<file path="src/rtl/serdes_tx_pkg.sv">
// Package: serdes_tx_pkg
// Purpose: Shared definitions for the SERDES transmit framer.
//   COMMA_BYTE   - K28.1 comma character placed in every byte of a comma word
//   tx_state_t   - framer FSM states (periodic comma burst / data window)
//   comma_word() - builds a comma word of nb bytes, right-aligned in a wide
//                  vector that callers truncate to their own word width
package serdes_tx_pkg;

    localparam logic [7:0] COMMA_BYTE   = 8'h3C;
    localparam int         COMMA_MAX_NB = 32;

    typedef enum logic {
        ST_BURST,
        ST_DATA
    } tx_state_t;

    // Fills the low nb bytes with the comma character and leaves the rest zero.
    function automatic logic [8*COMMA_MAX_NB-1:0] comma_word(input int nb);
        logic [8*COMMA_MAX_NB-1:0] w;
        w = '0;
        for (int i = 0; i < COMMA_MAX_NB; i++) begin
            if (i < nb) begin
                w[8*i +: 8] = COMMA_BYTE;
            end
        end
        return w;
    endfunction

endpackage

</file>
<file path="src/rtl/serdes_tx_fifo.sv">
// Module: serdes_tx_fifo
// Purpose: Small synchronous FIFO buffering framer input words.
//   No empty bypass: a word written into an empty FIFO is readable on the
//   following cycle. Writes while full and reads while empty are ignored.
// Ports:
//   clk    in   1      clock, rising edge
//   rst_n  in   1      asynchronous active-low reset (discards contents)
//   enq    in   1      write wdata
//   wdata  in   WIDTH  word to store
//   deq    in   1      pop the head word
//   rdata  out  WIDTH  head word (valid while empty is 0)
//   full   out  1      DEPTH words stored
//   empty  out  1      no words stored
module serdes_tx_fifo #(
    parameter int WIDTH = 19,
    parameter int DEPTH = 4,
    parameter int CNT_W = 2
) (
    input  logic             clk,
    input  logic             rst_n,
    input  logic             enq,
    input  logic [WIDTH-1:0] wdata,
    input  logic             deq,
    output logic [WIDTH-1:0] rdata,
    output logic             full,
    output logic             empty
);

    logic [WIDTH-1:0] mem [DEPTH];
    logic [CNT_W-1:0] wr_ptr;
    logic [CNT_W-1:0] rd_ptr;
    logic [CNT_W:0]   count;
    logic             do_enq;
    logic             do_deq;

    assign full   = (count == (CNT_W+1)'(DEPTH));
    assign empty  = (count == '0);
    assign do_enq = enq && !full;
    assign do_deq = deq && !empty;
    assign rdata  = mem[rd_ptr];

    // Pointers wrap naturally because DEPTH is a power of two.
    always_ff @(posedge clk or negedge rst_n) begin
        if (!rst_n) begin
            wr_ptr <= '0;
            rd_ptr <= '0;
            count  <= '0;
        end else begin
            if (do_enq) begin
                wr_ptr <= wr_ptr + 1'b1;
            end
            if (do_deq) begin
                rd_ptr <= rd_ptr + 1'b1;
            end
            case ({do_enq, do_deq})
                2'b10:   count <= count + 1'b1;
                2'b01:   count <= count - 1'b1;
                default: count <= count;
            endcase
        end
    end

    // Storage needs no reset; the pointers define what is valid.
    always_ff @(posedge clk) begin
        if (do_enq) begin
            mem[wr_ptr] <= wdata;
        end
    end

endmodule

</file>
<file path="src/rtl/serdes_tx_framer.sv">
// Module: serdes_tx_framer
// Purpose: SERDES transmit framer. Buffers K-flagged words from the DSP side,
//   drives the registered SERDES parallel port and fills idle cycles with
//   comma (K28.1) words. A periodic comma burst of COMMA_LEN words follows every
//   DATA_LEN-cycle data window, deferred until the current packet has ended.
// Ports:
//   dsp_clk        in   1       clock
//   dsp_rst_n      in   1       asynchronous active-low reset
//   tx_dat_i       in   DATA_W  word to transmit
//   tx_k_i         in   NB      per-byte K flags
//   tx_last_i      in   1       last word of a packet
//   tx_en          in   1       enqueue (only while tx_rdy)
//   tx_rdy         out  1       input buffer not full
//   ser_tx_clk     out  1       copy of dsp_clk
//   ser_t          out  DATA_W  registered SERDES data
//   ser_tk         out  NB      registered SERDES K flags
//   comma_burst_o  out  1       periodic burst on the wire
// Optional (macro SERDES_TX_STATS_EN):
//   stat_clr       in   1       synchronous clear of both counters
//   stat_data_cnt  out  32      saturating count of data words sent
//   stat_comma_cnt out  32      saturating count of burst and idle commas sent
module serdes_tx_framer
    import serdes_tx_pkg::*;
#(
    parameter int DATA_W     = 16,
    parameter int FIFO_DEPTH = 4,
    parameter int CNT_W      = 2,
    parameter int COMMA_LEN  = 16,
    parameter int DATA_LEN   = 65536
) (
    input  logic                dsp_clk,
    input  logic                dsp_rst_n,
`ifdef SERDES_TX_STATS_EN
    input  logic                stat_clr,
    output logic [31:0]         stat_data_cnt,
    output logic [31:0]         stat_comma_cnt,
`endif
    input  logic [DATA_W-1:0]   tx_dat_i,
    input  logic [DATA_W/8-1:0] tx_k_i,
    input  logic                tx_last_i,
    input  logic                tx_en,
    output logic                tx_rdy,
    output logic                ser_tx_clk,
    output logic [DATA_W-1:0]   ser_t,
    output logic [DATA_W/8-1:0] ser_tk,
    output logic                comma_burst_o
);

    localparam int NB    = DATA_W / 8;
    localparam int FW    = DATA_W + NB + 1;
    localparam int WIN_W = $clog2((COMMA_LEN > DATA_LEN) ? COMMA_LEN : DATA_LEN);

    localparam logic [DATA_W-1:0] COMMA_WORD = DATA_W'(comma_word(NB));
    localparam logic [WIN_W-1:0]  COMMA_LOAD = WIN_W'(COMMA_LEN - 1);
    localparam logic [WIN_W-1:0]  DATA_LOAD  = WIN_W'(DATA_LEN - 1);

    tx_state_t         state, state_nxt;
    logic [WIN_W-1:0]  win_cnt, win_cnt_nxt;
    logic              burst_pend, burst_pend_nxt;
    logic              in_pkt, in_pkt_nxt;
    logic              pend_now;
    logic              deq;
    logic [DATA_W-1:0] ser_t_nxt;
    logic [NB-1:0]     ser_tk_nxt;
    logic              burst_nxt;

    logic [FW-1:0]     fifo_rdata;
    logic              fifo_full;
    logic              fifo_empty;
    logic [DATA_W-1:0] fifo_dat;
    logic [NB-1:0]     fifo_k;
    logic              fifo_last;

    assign ser_tx_clk = dsp_clk;
    assign tx_rdy     = !fifo_full;
    assign fifo_dat   = fifo_rdata[DATA_W-1:0];
    assign fifo_k     = fifo_rdata[DATA_W +: NB];
    assign fifo_last  = fifo_rdata[FW-1];

    serdes_tx_fifo #(
        .WIDTH (FW),
        .DEPTH (FIFO_DEPTH),
        .CNT_W (CNT_W)
    ) u_fifo (
        .clk   (dsp_clk),
        .rst_n (dsp_rst_n),
        .enq   (tx_en),
        .wdata ({tx_last_i, tx_k_i, tx_dat_i}),
        .deq   (deq),
        .rdata (fifo_rdata),
        .full  (fifo_full),
        .empty (fifo_empty)
    );

    // State, window counter, packet tracking and the registered SERDES port.
    always_ff @(posedge dsp_clk or negedge dsp_rst_n) begin
        if (!dsp_rst_n) begin
            state         <= ST_BURST;
            win_cnt       <= COMMA_LOAD;
            burst_pend    <= 1'b0;
            in_pkt        <= 1'b0;
            ser_t         <= COMMA_WORD;
            ser_tk        <= '1;
            comma_burst_o <= 1'b1;
        end else begin
            state         <= state_nxt;
            win_cnt       <= win_cnt_nxt;
            burst_pend    <= burst_pend_nxt;
            in_pkt        <= in_pkt_nxt;
            ser_t         <= ser_t_nxt;
            ser_tk        <= ser_tk_nxt;
            comma_burst_o <= burst_nxt;
        end
    end

    // A burst becomes due when the window counter is at 0 (or already was).
    // It starts only when this cycle leaves no packet open, so a packet whose
    // last word goes out on the expiry cycle is followed straight by the burst.
    always_comb begin
        state_nxt      = state;
        win_cnt_nxt    = win_cnt;
        burst_pend_nxt = burst_pend;
        in_pkt_nxt     = in_pkt;
        pend_now       = 1'b0;
        deq            = 1'b0;
        ser_t_nxt      = COMMA_WORD;
        ser_tk_nxt     = '1;
        burst_nxt      = 1'b0;
        case (state)
            ST_BURST: begin
                burst_nxt = 1'b1;
                if (win_cnt == '0) begin
                    win_cnt_nxt = DATA_LOAD;
                    state_nxt   = ST_DATA;
                end else begin
                    win_cnt_nxt = win_cnt - 1'b1;
                end
            end
            ST_DATA: begin
                if (!fifo_empty) begin
                    deq        = 1'b1;
                    ser_t_nxt  = fifo_dat;
                    ser_tk_nxt = fifo_k;
                    in_pkt_nxt = !fifo_last;
                end
                pend_now = burst_pend || (win_cnt == '0);
                if (win_cnt != '0) begin
                    win_cnt_nxt = win_cnt - 1'b1;
                end
                if (pend_now && !in_pkt_nxt) begin
                    state_nxt      = ST_BURST;
                    win_cnt_nxt    = COMMA_LOAD;
                    burst_pend_nxt = 1'b0;
                end else if (pend_now) begin
                    burst_pend_nxt = 1'b1;
                end
            end
            default: begin
                state_nxt = ST_BURST;
            end
        endcase
    end

`ifdef SERDES_TX_STATS_EN
    // Saturating word counters; a clear wins over a same-cycle increment.
    always_ff @(posedge dsp_clk or negedge dsp_rst_n) begin
        if (!dsp_rst_n) begin
            stat_data_cnt  <= '0;
            stat_comma_cnt <= '0;
        end else if (stat_clr) begin
            stat_data_cnt  <= '0;
            stat_comma_cnt <= '0;
        end else if (deq) begin
            if (stat_data_cnt != 32'hFFFF_FFFF) begin
                stat_data_cnt <= stat_data_cnt + 1'b1;
            end
        end else begin
            if (stat_comma_cnt != 32'hFFFF_FFFF) begin
                stat_comma_cnt <= stat_comma_cnt + 1'b1;
            end
        end
    end
`endif

    // Cycles a due burst has been held off by an unfinished packet.
    logic [31:0] defer_cnt;

    always_ff @(posedge dsp_clk or negedge dsp_rst_n) begin
        if (!dsp_rst_n) begin
            defer_cnt <= '0;
        end else if (state == ST_DATA && burst_pend) begin
            if (defer_cnt != 32'hFFFF_FFFF) begin
                defer_cnt <= defer_cnt + 1'b1;
            end
        end else begin
            defer_cnt <= '0;
        end
    end

    // Enqueue while full drops the word; the source must respect tx_rdy.
    always @(posedge dsp_clk) begin
        if (dsp_rst_n && tx_en) begin
            assert (tx_rdy)
                else $warning("serdes_tx_framer: tx_en while tx_rdy low, word dropped");
        end
    end

    // A packet that never ends keeps the alignment burst off the link.
    always @(posedge dsp_clk) begin
        if (dsp_rst_n) begin
            assert (defer_cnt <= 32'(DATA_LEN))
                else $error("serdes_tx_framer: comma burst deferred longer than DATA_LEN cycles");
        end
    end

endmodule

</file>
<file path="config.mk">
export PLATFORM = sky130hd
export DESIGN_NAME = serdes_tx_framer
export DESIGN_NICKNAME = d
export VERILOG_FILES = /design/src/rtl/serdes_tx_pkg.sv /design/src/rtl/serdes_tx_fifo.sv /design/src/rtl/serdes_tx_framer.sv
export SDC_FILE = /design/constraint.sdc
export NUM_CORES = 1
export LEC_CHECK = 0
export ABC_AREA = 1
export CORE_MARGIN = 5
export CORE_UTILIZATION = 52
export CTS_CLUSTER_DIAMETER = 80
export DETAILED_ROUTE_END_ITERATION = 10
export PLACE_DENSITY_LB_ADDON = 0.08
export SETUP_SLACK_MARGIN = 0.3
export SYNTH_ARGS = -nofsm -noshare
export SYNTH_HDL_FRONTEND = slang
export SYNTH_SLANG_ARGS = --single-unit
</file>
<file path="constraint.sdc">
create_clock -name dsp_clk -period 2.1 [get_ports dsp_clk]
set_input_delay 0.42 -clock dsp_clk [delete_from_list [all_inputs] [get_ports dsp_clk]]
set_output_delay 0.42 -clock dsp_clk [all_outputs]
set_load 0.01 [all_outputs]
</file>
==> flow_summary.toml <==
[floorplan]
ios = 43
core_mm2 = 0.00928
die_y_um = 108
die_x_um = 108
rows = 35
dieArea_mm2 = 0.0117
initial_core_util = 0.538

[global_routing]
grt_max_degree = 38
grt_pass1_vias = 3353
antenna_found_initial = 0
grt_pass1_wl_um = 15800
grt_usage = 0.181
gr-total-overflow = 0

[sta]
tns_ps = 0
rsz0062_at_grt = "true"
setup_viol = 0
hold_viol = 0
whs_ps = 354
finalCriticalPeriod_ps = 1820
slew_headroom = 0.605
clock.fmax_mhz = 549
slew_viol_final = 0
tightest_slew_ps = 593
fin_crit_sh = 0.868
skew_ps = 15.1

[setup_path]
cp-start-kind = "flip-flop"
critical_path_class = "reg -> reg"
startpoint = "u_fifo.count[2]$_DFFE_PN0P_"
rr_startpoint = "u_fifo.count[2]$_DFFE_PN0P_"
worstPathMaxFanout = 3
endpoint_kind = "flip-flop"
path_cells = "inv_1, nand3_4, inv_2, nor2_4, ha_4, inv_4, fa_2, a21oi_2, o21ai_2, xor2_1"
crit_slowest_cell = "fa_2"
cpPeakStageDelay_ps = 390
cp.arrival_ps = 2320
cp_data_required_time_ps = 2590

[layout]
drive_gt1_frac = 0.280
fill_cells = 690
fin_util = 0.685
antenna_cells = 0
syn_to_final_growth_pct = 27.3
nets = 513
final_cell_mix = "edfxtp_1, nor2_1, nand2_1"
layout_commonest_cell = "edfxtp_1"

[job]
drv_cap = 0

[routing]
vias = 3177
route.antenna.remaining_nets = 0
drt-initial-drc-count = 121
drc = 0
wl_per_cell_um = 15.6
first_pass_iters = 4
via_per_inst = 5.08
drt_wl_total_um = 9730

[synthesis]
synth_edf_count = 76
syn-num-nets = 441
yosys_warnings = 0
synth_area_mm2 = 0.00500
ys_async_sr_fraction = 0.372
ys.flop_type = "edfxtp_1"
ys_types = 32
synth_cells = 411
syn_area_per_cell_um2 = 12.2
synth_seq_cells = 121
seq_area_frac_synth = 0.686

[clock_tree]
clk_pin_slew_ps = 60
cts_tree = "built"
insertion_delay_ps = 620

[place]
place_congestion = 0.815
port_buffers = 42
hpwl_um = 5970

[power]
power_mw = 8.98
power_density_mw_per_mm2 = 1410
p_leak_nw = 2.47
ir_worst_vdd_uv = 1230

[min_path]
min_path_type = "in -> async"

[run_status]
status = "finished clean"
## cell type report
| cell class | count | area, um^2 | area share |
|---|---|---|---|
| clock buffer | 22 | 473 | 0.0743 |
| clock inverter | 14 | 184 | 0.0289 |
| inverter | 33 | 126 | 0.0199 |
| multi-input combinational | 242 | 1420 | 0.224 |
| sequential | 121 | 3430 | 0.539 |
| tap | 129 | 161 | 0.0254 |
| timing repair buffer | 64 | 567 | 0.0891 |
## kinds of logic after synthesis
family / Yosys count / synth area share
simple gates: 144 / 0.130
fa+ha+maj: 8 / 0.0215
flops: 121 / 0.686
xor+xnor: 15 / 0.0263
buf+inv: 48 / 0.0436
compound gates: 75 / 0.0926
## sequential cells by signal, indices dropped and copies added, names as in the netlist
name / flops
u_fifo.wr_ptr: 2
u_fifo.count: 3
u_fifo.mem: 76
in_pkt: 1
state: 1
ser_tk: 2
ser_t: 16
u_fifo.rd_ptr: 2
comma_burst_o: 1
win_cnt: 16
burst_pend: 1
## power by group
group	internal [mW]	switching (mW)
logic	0.989	1.45
clock network	2.01	1.14
registers	3.20	0.189
total	6.20	2.77
## routing by layer
layer	wire length [um]	track usage	vias up
met3	455	0.0490	8
met5	0	0	-
met4	99	0.0757	0
li1	-	-	1553
met2	5310	0.319	65
met1	3860	0.209	1551
## final timing paths
check / to / slack, ps / cells past startpoint
max reg2reg: u_fifo.count[2]$_DFFE_PN0P_ / 280 / 10
min: u_fifo.count[1]$_DFFE_PN0P_ / 350 / 2
min in group dsp_clk: u_fifo.mem[2][8]$_DFFE_PP_ / 440 / 1
max in group asynchronous: ser_tk[1]$_DFF_PN1_ / 1070 / 3
min reg2reg: u_fifo.count[1]$_DFFE_PN0P_ / 510 / 2
max: u_fifo.count[2]$_DFFE_PN0P_ / 280 / 10
## metrics by stage
stage / setup WS (ps) / area [um^2] / std cells
after floorplan: 103 / 5000 / 411
after global placement: 107 / 5620 / 580
after detailed placement: 43.1 / 5620 / 580
after CTS: 167 / 6270 / 618
after global routing: 174 / 6360 / 625
final: 277 / 6360 / 625
## Yosys cell counts (11+ instances only)
cell type / n / area share
edfxtp_1: 76 / 0.46
o211ai_1: 20 / 0.030
a21oi_1: 16 / 0.016
xor2_1: 11 / 0.019
o21ai_0: 28 / 0.028
dfstp_2: 15 / 0.079
or2_2: 11 / 0.014
nand2_1: 35 / 0.026
nand3_1: 13 / 0.013
nor2_1: 68 / 0.051
dfrtp_1: 30 / 0.15
inv_1: 29 / 0.022
## critical path: cells and delay by family, from the launching register on
family	cells	cell delay, ps
compound gates	2	220
xor+xnor	1	160
fa+ha+maj	2	540
buf+inv	3	200
flops	1	370
simple gates	2	220
## what timing repair did
item                                   4_1_cts  5_1_grt
endpoints found under the hold margin       11        0
hold buffers                                 1        0
pin swaps                                    2        9
resized for setup                           55       25
setup endpoints to repair                   23       22
buffers inserted                             2        7
(Power assumes the default switching activity.)
